==> src/rtl/i2s_pkg.sv <==
// Shared I2S framing constants, the stereo sample layout and slot-position helpers.
package i2s_pkg;

  localparam int SAMPLE_BITS = 24;
  localparam int SLOT_BITS   = 32;
  localparam int FRAME_BITS  = 64;

  localparam int BIT_CNT_W  = $clog2(FRAME_BITS);
  localparam int SLOT_IDX_W = $clog2(SLOT_BITS);

  // Rise event of the right slot's last data bit (LSB): the frame is fully received here.
  localparam logic [BIT_CNT_W-1:0] RX_DONE_BIT = BIT_CNT_W'(SLOT_BITS + SAMPLE_BITS);

  // Left occupies the MSBs, matching the 48-bit stream layout.
  typedef struct packed {
    logic [SAMPLE_BITS-1:0] left;
    logic [SAMPLE_BITS-1:0] right;
  } stereo_sample_t;

  // Slot positions 1..SAMPLE_BITS carry data; position 0 and the tail carry 0.
  function automatic logic in_slot(input logic [SLOT_IDX_W-1:0] p);
    return (p != '0) && (p <= SLOT_IDX_W'(SAMPLE_BITS));
  endfunction

  // Sample bit carried at slot position p (MSB first, one bclk after the lrclk edge).
  function automatic logic [SLOT_IDX_W-1:0] bit_idx(input logic [SLOT_IDX_W-1:0] p);
    return SLOT_IDX_W'(SAMPLE_BITS) - p;
  endfunction

endpackage

==> src/rtl/i2s_clkgen.sv <==
// Bit-clock divider: produces bclk, lrclk, the frame bit counter and the
// single-cycle fall/rise event strobes that the datapath acts on.
module i2s_clkgen
  import i2s_pkg::*;
#(
  parameter int unsigned BCLK_HALF = 16
) (
  input  logic                 clk,
  input  logic                 reset,
  input  logic                 enabled_i,
  output logic                 fall_o,
  output logic                 rise_o,
  output logic [BIT_CNT_W-1:0] bit_cnt_o,
  output logic [BIT_CNT_W-1:0] bit_cnt_next_o,
  output logic                 bclk_o,
  output logic                 lrclk_o
);

  localparam int unsigned CW = $clog2(BCLK_HALF);
  localparam logic [CW-1:0] CNT_MAX = CW'(BCLK_HALF - 1);

  logic [CW-1:0]        count_q;
  logic                 bclk_q;
  logic                 lrclk_q;
  logic [BIT_CNT_W-1:0] bit_cnt_q;
  logic                 wrap;

  // A divider wrap toggles bclk; which way it goes decides fall vs rise.
  assign wrap           = enabled_i && (count_q == CNT_MAX);
  assign fall_o         = wrap & bclk_q;
  assign rise_o         = wrap & ~bclk_q;
  assign bit_cnt_next_o = bit_cnt_q + BIT_CNT_W'(1);
  assign bit_cnt_o      = bit_cnt_q;
  assign bclk_o         = bclk_q;
  assign lrclk_o        = lrclk_q;

  // Divider, bclk toggle and bit counter; idle (bclk low, counter at 63) when stopped.
  always_ff @(posedge clk) begin
    // NOTE: clocked state uses non-blocking assignments so every register samples pre-edge values.
    if (reset || !enabled_i) begin
      count_q   <= '0;
      bclk_q    <= 1'b0;
      lrclk_q   <= 1'b0;
      bit_cnt_q <= '1;
    end else begin
      if (wrap) begin
        count_q <= '0;
        bclk_q  <= ~bclk_q;
      end else begin
        count_q <= count_q + CW'(1);
      end
      if (fall_o) begin
        bit_cnt_q <= bit_cnt_next_o;
        lrclk_q   <= bit_cnt_next_o[BIT_CNT_W-1];
      end
    end
  end

endmodule

==> src/rtl/i2s_master.sv <==
// I2S bus master: owns bclk/lrclk, serializes stereo playback words onto
// sdata_o and deserializes the peer's sdata_i into stereo receive words.
module i2s_master
  import i2s_pkg::*;
#(
  parameter int unsigned BCLK_HALF = 16
) (
  input  logic        clk,
  input  logic        reset,
  input  logic        enabled,
  input  logic [47:0] tx_data,
  input  logic        tx_valid,
  output logic        tx_ready,
  output logic        tx_underrun,
  output logic [47:0] rx_data,
  output logic        rx_valid,
  input  logic        rx_ready,
  output logic        rx_overrun,
  output logic        bclk,
  output logic        lrclk,
  output logic        sdata_o,
  input  logic        sdata_i
);

  logic                  fall;
  logic                  rise;
  logic [BIT_CNT_W-1:0]  bit_cnt;
  logic [BIT_CNT_W-1:0]  bit_cnt_next;
  logic [SLOT_IDX_W-1:0] tx_p;
  logic [SLOT_IDX_W-1:0] rx_p;

  stereo_sample_t tx_q, tx_d;
  stereo_sample_t rx_shift_q, rx_shift_d;
  stereo_sample_t rx_data_q, rx_data_d;
  logic sdata_q, sdata_d;
  logic tx_ready_q, tx_ready_d;
  logic tx_underrun_q, tx_underrun_d;
  logic rx_valid_q, rx_valid_d;
  logic rx_overrun_q, rx_overrun_d;

  i2s_clkgen #(.BCLK_HALF(BCLK_HALF)) u_clkgen (
    .clk           (clk),
    .reset         (reset),
    .enabled_i     (enabled),
    .fall_o        (fall),
    .rise_o        (rise),
    .bit_cnt_o     (bit_cnt),
    .bit_cnt_next_o(bit_cnt_next),
    .bclk_o        (bclk),
    .lrclk_o       (lrclk)
  );

  // TX drives the position it is moving to; RX samples the position it is in.
  assign tx_p = bit_cnt_next[SLOT_IDX_W-1:0];
  assign rx_p = bit_cnt[SLOT_IDX_W-1:0];

  // Next-state logic for both datapaths and their handshakes.
  always_comb begin
    // NOTE: every next-state signal gets a default first so no path can infer a latch.
    tx_d          = tx_q;
    sdata_d       = sdata_q;
    tx_ready_d    = 1'b0;
    tx_underrun_d = 1'b0;
    rx_shift_d    = rx_shift_q;
    rx_data_d     = rx_data_q;
    rx_valid_d    = rx_valid_q;
    rx_overrun_d  = 1'b0;

    if (fall) begin
      sdata_d = 1'b0;
      if (in_slot(tx_p)) begin
        if (bit_cnt_next[BIT_CNT_W-1]) sdata_d = tx_q.right[bit_idx(tx_p)];
        else                           sdata_d = tx_q.left[bit_idx(tx_p)];
      end
      // Frame start: position 0 drives 0, so the freshly loaded word is used from bit 1 on.
      if (bit_cnt_next == '0) begin
        if (tx_valid) begin
          tx_d       = tx_data;
          tx_ready_d = 1'b1;
        end else begin
          tx_d          = '0;
          tx_underrun_d = 1'b1;
        end
      end
    end

    if (rise && in_slot(rx_p)) begin
      if (bit_cnt[BIT_CNT_W-1]) rx_shift_d.right[bit_idx(rx_p)] = sdata_i;
      else                      rx_shift_d.left[bit_idx(rx_p)]  = sdata_i;
    end

    // Completion includes the bit sampled in this same cycle.
    if (rise && (bit_cnt == RX_DONE_BIT)) begin
      rx_data_d    = rx_shift_d;
      rx_valid_d   = 1'b1;
      rx_overrun_d = rx_valid_q & ~rx_ready;
    end else if (rx_valid_q && rx_ready) begin
      rx_valid_d = 1'b0;
    end
  end

  // Register update; disabling idles the bus but keeps the last RX word drainable.
  always_ff @(posedge clk) begin
    if (reset) begin
      tx_q          <= '0;
      sdata_q       <= 1'b0;
      tx_ready_q    <= 1'b0;
      tx_underrun_q <= 1'b0;
      rx_shift_q    <= '0;
      rx_data_q     <= '0;
      rx_valid_q    <= 1'b0;
      rx_overrun_q  <= 1'b0;
    end else if (!enabled) begin
      tx_q          <= '0;
      sdata_q       <= 1'b0;
      tx_ready_q    <= 1'b0;
      tx_underrun_q <= 1'b0;
      rx_shift_q    <= '0;
      rx_overrun_q  <= 1'b0;
      rx_data_q     <= rx_data_d;
      rx_valid_q    <= rx_valid_d;
    end else begin
      tx_q          <= tx_d;
      sdata_q       <= sdata_d;
      tx_ready_q    <= tx_ready_d;
      tx_underrun_q <= tx_underrun_d;
      rx_shift_q    <= rx_shift_d;
      rx_data_q     <= rx_data_d;
      rx_valid_q    <= rx_valid_d;
      rx_overrun_q  <= rx_overrun_d;
    end
  end

  assign sdata_o     = sdata_q;
  assign tx_ready    = tx_ready_q;
  assign tx_underrun = tx_underrun_q;
  assign rx_data     = rx_data_q;
  assign rx_valid    = rx_valid_q;
  assign rx_overrun  = rx_overrun_q;

endmodule

==> config.mk <==
export PLATFORM = sky130hd
export DESIGN_NAME = i2s_master
export DESIGN_NICKNAME = d
export VERILOG_FILES = /design/src/rtl/i2s_pkg.sv /design/src/rtl/i2s_clkgen.sv /design/src/rtl/i2s_master.sv
export SDC_FILE = /design/constraint.sdc
export NUM_CORES = 1
export LEC_CHECK = 0
export CAP_MARGIN = 10
export CORE_MARGIN = 4
export CORE_UTILIZATION = 55
export CTS_BUF_LIST = sky130_fd_sc_hd__clkbuf_4 sky130_fd_sc_hd__clkbuf_8
export CTS_CLUSTER_DIAMETER = 150
export DETAILED_ROUTE_END_ITERATION = 12
export PLACE_DENSITY = 0.82
export SYNTH_ARGS = -nofsm -noshare
export SYNTH_HDL_FRONTEND = slang
export SYNTH_SLANG_ARGS = --single-unit
==> constraint.sdc <==
create_clock -name clk -period 2.8 [get_ports clk]
set_input_delay 0.56 -clock clk [delete_from_list [all_inputs] [get_ports clk]]
set_output_delay 0.56 -clock clk [all_outputs]
set_load 0.01 [all_outputs]
==> impl_metrics.tcl, run 1 <==
set metrics [dict create \
    mostFrequentLayoutCell "dfxtp_1" \
    required_ps 3130 \
    grt_pass1_vias 5026 \
    dieArea_um2 14000 \
    synth-seq-area-share_pct 48.3 \
    die_w_um 118 \
    yosysWarnings 0 \
    cp_top_family "multiplexers" \
    cts_root_buffer "clkbuf_8" \
    reg2regPathDepth 8 \
    place.gp.congestion 0.916 \
    htreeDepth 4 \
    path_cells "ha_1, xnor2_4, xnor2_4, mux4_1, mux2i_1, mux2i_1, nor3b_1, o41ai_2" \
    row_count 39 \
    dieHeight_um 118 \
    area_growth_pct 24.9 \
    vias 5193 \
    start_util_pct 57.3 \
    worst_pin_slew_ps 602 \
    r2r-start "u_clkgen.bit_cnt_o[0]$_SDFFE_PP1P_" \
    syn_nets 727 \
    dpl.hpwl_um 10300 \
    diodes 0 \
    drt-pass1-iter-count 5 \
    setup-violations-final 0 \
    critPathCapture "sdata_o$_SDFFE_PP0P_" \
    cpPeakStageDelay_ps 620 \
    tns_ps 0 \
    cts_tree "done" \
    cap_violations 0 \
    drt_iter0_drc 302 \
    ys.flop_type "dfxtp_1" \
    critical_path_depth 8 \
    status "finished clean" \
    synth_cell_types 54 \
    vdd_drop_max_v 0.000378 \
    syn_inst 666 \
    synth_seq_cells 161 \
    cellPowerDensity_nw_per_um2 504 \
    critical_path_class "flip-flop to flip-flop" \
    hold_class "primary input to flip-flop" \
    grt_pass1_wl_um 24300 \
    ctsHoldBuffers 0 \
    path_max_fanout 6 \
    grt_max_degree 55 \
    route.detailed.drc 0 \
    clkTransAtPathRegs_ps 80 \
    drive_above_1_share_pct 11.5 \
    synth_edf_count 0 \
    via_per_inst 5.65 \
    numCtsBuffers 17 \
    clock_path_buffers 2 \
    p_total_uw 4200 \
    clk_latency_ps 450 \
    leakage_uw 0.00301 \
    cp.arrival_ps 2940 \
    grt.overflow.total 0 \
    period_needed_ps 2610 \
    io_buffer_count 108 \
    cts_num_sinks 161 \
    critPathLaunch "u_clkgen.bit_cnt_o[0]$_SDFFE_PP1P_" \
    synth_area_um2 6680 \
    fin_crit_sh_pct 93.1 \
    relSlewSlack_pct 59.8 \
    routed_wl_um 14800 \
    async_flop_share_pct 0 \
    rrSetupSlack_ps 190 \
    rsz0062_at_grt "no" \
    ant_nets 0 \
    finalHoldViolCount 0 \
    avgSynthCellArea_um2 10.0 \
    start_kind "flip-flop" \
    nets 825 \
    critPathCaptureType "flip-flop" \
    report.final.slew_viol_count 0 \
    fp.coreArea_um2 11700 \
    antenna_found_initial 0 \
    grt_usage_pct 21.0 \
    finalClockSkew_ps 8.82 \
    cpMaxStageDelayCell "mux4_1" \
    num_io_pins 109 \
    worst-path-buf-inv 0 \
    final_cell_mix "dfxtp_1 (160), nor2_1 (135), clkdlybuf4s50_1 (107), mux2i_1 (58), a211oi_1 (49)" \
    wl_per_cell_um 16.1 \
    r2r_end "sdata_o$_SDFFE_PP0P_" \
    fmaxAchievable_mhz 384 \
]
metrics by stage:
step / setup WS, ps / instance area, µm² / std cells / utilization (%) / hold WS [ps]
global placement: 167 / 7900 / 886 / 67.7 / 454
global route: 6.86 / 8340 / 919 / 71.5 / 459
detailed placement: 52.1 / 7900 / 886 / 67.7 / 459
CTS: 108 / 8320 / 917 / 71.3 / 421
finish: 193 / 8340 / 919 / 71.5 / 461
floorplan: 272 / 6680 / 666 / - / 440
logic make-up after synthesis:
kind of cell / count (synthesis) / share of synthesized area [%]
adder cells (fa/ha/maj): 7 / 1.31
flip-flops: 161 / 48.3
AO/OA/AOI/OAI: 128 / 15.8
buffers and inverters: 60 / 4.20
multiplexers: 71 / 13.1
AND/OR/NAND/NOR: 226 / 14.9
XOR/XNOR: 13 / 2.38
synth_stat cells, types with 5 or more instances:
cell | number | area, µm²
xnor2_1 | 8 | 70.1
nor3_1 | 5 | 25.0
clkbuf_1 | 22 | 82.6
nand2b_1 | 8 | 50.1
nand3_1 | 15 | 75.1
nand2_1 | 32 | 120
nor2b_1 | 6 | 37.5
nor2_1 | 137 | 514
a21oi_1 | 8 | 40.0
a211oi_1 | 49 | 368
mux2i_1 | 58 | 581
buf_4 | 5 | 37.5
a22o_1 | 48 | 420
ha_1 | 7 | 87.6
buf_2 | 23 | 115
dfxtp_1 | 161 | 3220
mux4_2 | 8 | 180
worst reg2reg max path: cells and delay by family, from the launching register on:
family                     cells  cell delay [ps]
muxes                          3              860
adders and majority gates      1              320
xor gates and xnor gates       2              480
AOI/OAI and AO/OA              1              110
DFF                            1              470
and+or+nand+nor                1              250
per-layer routing:
metal	routed length (µm)	vias up	GRT usage [%]
met5	0	-	0
met2	7080	141	33.9
li1	-	2564	-
met4	212	0	8.35
met1	6640	2469	26.9
met3	869	19	5.73
cell type report:
class / instances / area (µm²)
Fill cell: 844 / 3320
Sequential cell: 161 / 3220
Multi-Input combinational cell: 446 / 3200
Timing Repair Buffer: 132 / 1290
Clock buffer: 22 / 290
Tap cell: 143 / 179
Clock inverter: 9 / 131
Inverter: 6 / 22.5
report_power, final:
group | switching, µW | internal (µW) | total [µW]
logic | 64.1 | 73.5 | 138
registers | 1.54 | 2290 | 2290
clock network | 809 | 966 | 1770
total | 874 | 3330 | 4200
sequential cells by signal, summed over array words and instances (netlist names), 4 cells and up:
signal and flops:
rx_data 48, u_clkgen.count_q 4, u_clkgen.bit_cnt_o 6, rx_shift_q 48
tx_q 48
worst min-delay path by stage:
stage                                     start  slack (ps)                             end  depth (start not counted)
after global placement    tx_q[37]$_SDFFE_PP0P_         450           tx_q[37]$_SDFFE_PP0P_                          1
after detailed placement   tx_q[4]$_SDFFE_PP0P_         460            tx_q[4]$_SDFFE_PP0P_                          1
after global routing                      reset         460  u_clkgen.count_q[1]$_SDFF_PP0_                          4
after CTS                                 reset         420  u_clkgen.count_q[1]$_SDFF_PP0_                          4
after floorplan           tx_q[30]$_SDFFE_PP0P_         440           tx_q[30]$_SDFFE_PP0P_                          1
final                                     reset         460  u_clkgen.count_q[1]$_SDFF_PP0_                          4
repair_timing:
action	in CTS	in global routing
buffers inserted	0	1
setup endpoints to repair	0	78
resized for setup	0	4
Note: power is estimated with default switching activity, not from simulation.
==> inputs of run 2 (changes only) <==
--- a/config.mk
+++ b/config.mk
@@ -7,11 +7,14 @@
 export LEC_CHECK = 0
 export CAP_MARGIN = 10
 export CORE_MARGIN = 4
-export CORE_UTILIZATION = 55
+export CORE_UTILIZATION = 65
 export CTS_BUF_LIST = sky130_fd_sc_hd__clkbuf_4 sky130_fd_sc_hd__clkbuf_8
 export CTS_CLUSTER_DIAMETER = 150
 export DETAILED_ROUTE_END_ITERATION = 12
-export PLACE_DENSITY = 0.82
+export DONT_BUFFER_PORTS = 1
+export PLACE_DENSITY = 0.81
+export SLEW_MARGIN = 20
 export SYNTH_ARGS = -nofsm -noshare
 export SYNTH_HDL_FRONTEND = slang
 export SYNTH_SLANG_ARGS = --single-unit
+export TNS_END_PERCENT = 20
==> run 2 against run 1 <==
- die area fell by 14%
- total power decreased by 1.5%
- sequential share of layout area up 6.0 points
- highest routed layer unchanged
- sequential cell count unchanged
- setup slack lost 52 ps
- final cell count is 13% lower
- hold slack lost 280 ps
- clock skew rose by 5.1 ps
- first-iteration DRC count decreased by 9.9%
- register-to-register slack lost 50 ps
- largest cell class unchanged
- sequential power barely moved
==> impl_metrics.tcl, run 2 (synthesis results as in run 1) <==
set metrics [dict create \
    status "finished clean" \
    grt_pass1_vias 4699 \
    worst_pin_slew_ps 997 \
    worst-path-buf-inv 0 \
    setup-violations-final 0 \
    stdcell_area_um2 7220 \
    critPathCaptureType "flip-flop" \
    place_area_um2 6780 \
    diodes 0 \
    hold_class "primary input to flip-flop" \
    cap_violations 0 \
    finalClockSkew_ps 13.9 \
    start_util_pct 67.4 \
    ctsHoldBuffers 0 \
    cp_common_cell "xnor2_4" \
    wl_per_cell_um 17.6 \
    start_kind "flip-flop" \
    cpMaxStageDelayCell "mux4_1" \
    path_cells "ha_1, xnor2_4, xnor2_4, mux4_1, mux2i_1, mux2i_2, nor3b_1, o41ai_2" \
    drt_iter0_drc 272 \
    htreeDepth 4 \
    row_count 36 \
    r2r_end "sdata_o$_SDFFE_PP0P_" \
    min_to "rx_valid$_SDFFE_PP0P_" \
    period_needed_ps 2660 \
    grt_max_degree 69 \
    rsz0062_at_grt "yes" \
    cts_root_buffer "clkbuf_8" \
    final_cell_mix "dfxtp_1 (161), nor2_1 (136), mux2i_1 (57), a211oi_1 (49), a22o_1 (48)" \
    drive_above_1_share_pct 12.8 \
    antenna_found_initial 0 \
    grt_usage_pct 24.5 \
    route.detailed.drc 0 \
    r2r-start "u_clkgen.bit_cnt_o[0]$_SDFFE_PP1P_" \
    required_ps 3130 \
    routed_wl_um 14000 \
    num_io_pins 109 \
    place.gp.congestion 0.873 \
    io_buffer_count 0 \
    dieHeight_um 109 \
    p_total_uw 4140 \
    cts_num_sinks 161 \
    worstHoldPathCells 1 \
    rrSetupSlack_ps 140 \
    cp.arrival_ps 2980 \
    grt_pass1_wl_um 23000 \
    area_growth_pct 8.13 \
    leakage_uw 0.00260 \
    fmaxAchievable_mhz 376 \
    dp.cells 766 \
    fp.coreArea_um2 9910 \
    numCtsBuffers 17 \
    grt.overflow.total 0 \
    vdd_drop_max_v 0.000510 \
    via_per_inst 5.99 \
    path_max_fanout 6 \
    report.final.slew_viol_count 0 \
    ant_nets 0 \
    final_cells 797 \
    reg2regPathDepth 8 \
    clkTransAtPathRegs_ps 80 \
    dpl.hpwl_um 9650 \
    cellPowerDensity_nw_per_um2 573 \
    die_w_um 109 \
    finalHoldViolCount 0 \
    cpPeakStageDelay_ps 620 \
    clock_path_buffers 2 \
    cts_tree "done" \
    clk_latency_ps 450 \
    critical_path_class "flip-flop to flip-flop" \
    fin_crit_sh_pct 95.0 \
    drt-pass1-iter-count 7 \
    dieArea_um2 12000 \
    min_from "reset" \
    mostFrequentLayoutCell "dfxtp_1" \
    nets 714 \
    cp_top_family "multiplexers" \
    vias 4772 \
    relSlewSlack_pct 33.3 \
    fin_hold_ws_ps 179 \
]
## run 2: worst max path at each step
stage                                             from                    to  cells past startpoint
floorplan           u_clkgen.bit_cnt_o[0]$_SDFFE_PP1P_  sdata_o$_SDFFE_PP0P_                     11
global placement    u_clkgen.bit_cnt_o[0]$_SDFFE_PP1P_  sdata_o$_SDFFE_PP0P_                      8
detailed placement  u_clkgen.bit_cnt_o[0]$_SDFFE_PP1P_  sdata_o$_SDFFE_PP0P_                      8
CTS                 u_clkgen.bit_cnt_o[0]$_SDFFE_PP1P_  sdata_o$_SDFFE_PP0P_                      8
global route        u_clkgen.bit_cnt_o[0]$_SDFFE_PP1P_  sdata_o$_SDFFE_PP0P_                      8
finish              u_clkgen.bit_cnt_o[0]$_SDFFE_PP1P_  sdata_o$_SDFFE_PP0P_                      8
## run 2: power breakdown
group	internal, µW	switching, µW
clock	1000	811
combinational	8.13	26.0
sequential	2290	1.37
total	3300	838
## run 2: cell type report
type / instances / area [µm²]
tap: 133 / 166
inverter: 6 / 22.5
clock inverter: 9 / 159
timing repair buffer: 22 / 190
clock buffer: 21 / 264
sequential: 161 / 3220
multi-input combinational: 445 / 3200
fill: 732 / 2690
## run 2: what timing repair did
action | CTS | global route
setup endpoints to repair | 0 | 6
resized for setup | 0 | 4
buffers inserted | 0 | 1
## run 2: worst register-to-register path: cells and delay by family (launching register included)
| family | cells | cell delay (ps) |
|---|---|---|
| XOR/XNOR | 2 | 490 |
| adder cells (fa/ha/maj) | 1 | 290 |
| AND/OR/NAND/NOR | 1 | 300 |
| AO/OA/AOI/OAI | 1 | 110 |
| multiplexers | 3 | 960 |
| flip-flops | 1 | 420 |
## run 2: metal layers
layer	vias up	track usage, %	part of all wire [%]	wire, µm
li1	2332	-	-	-
met1	2255	32.3	44	6120
met2	158	38.7	48	6700
met3	27	7.40	7.0	987
met4	0	7.93	1.7	242
met5	-	0	0	0
## run 2: metrics by stage
step / worst slack, ps / TNS (ps) / util [%]
final: 141 / 0 / 72.9
after floorplan: 272 / 0 / -
after detailed placement: 177 / 0 / 68.4
after global placement: 243 / 0 / 68.4
after global routing: -35.4 / -35.4 / 72.9
after CTS: 99.6 / 0 / 72.7
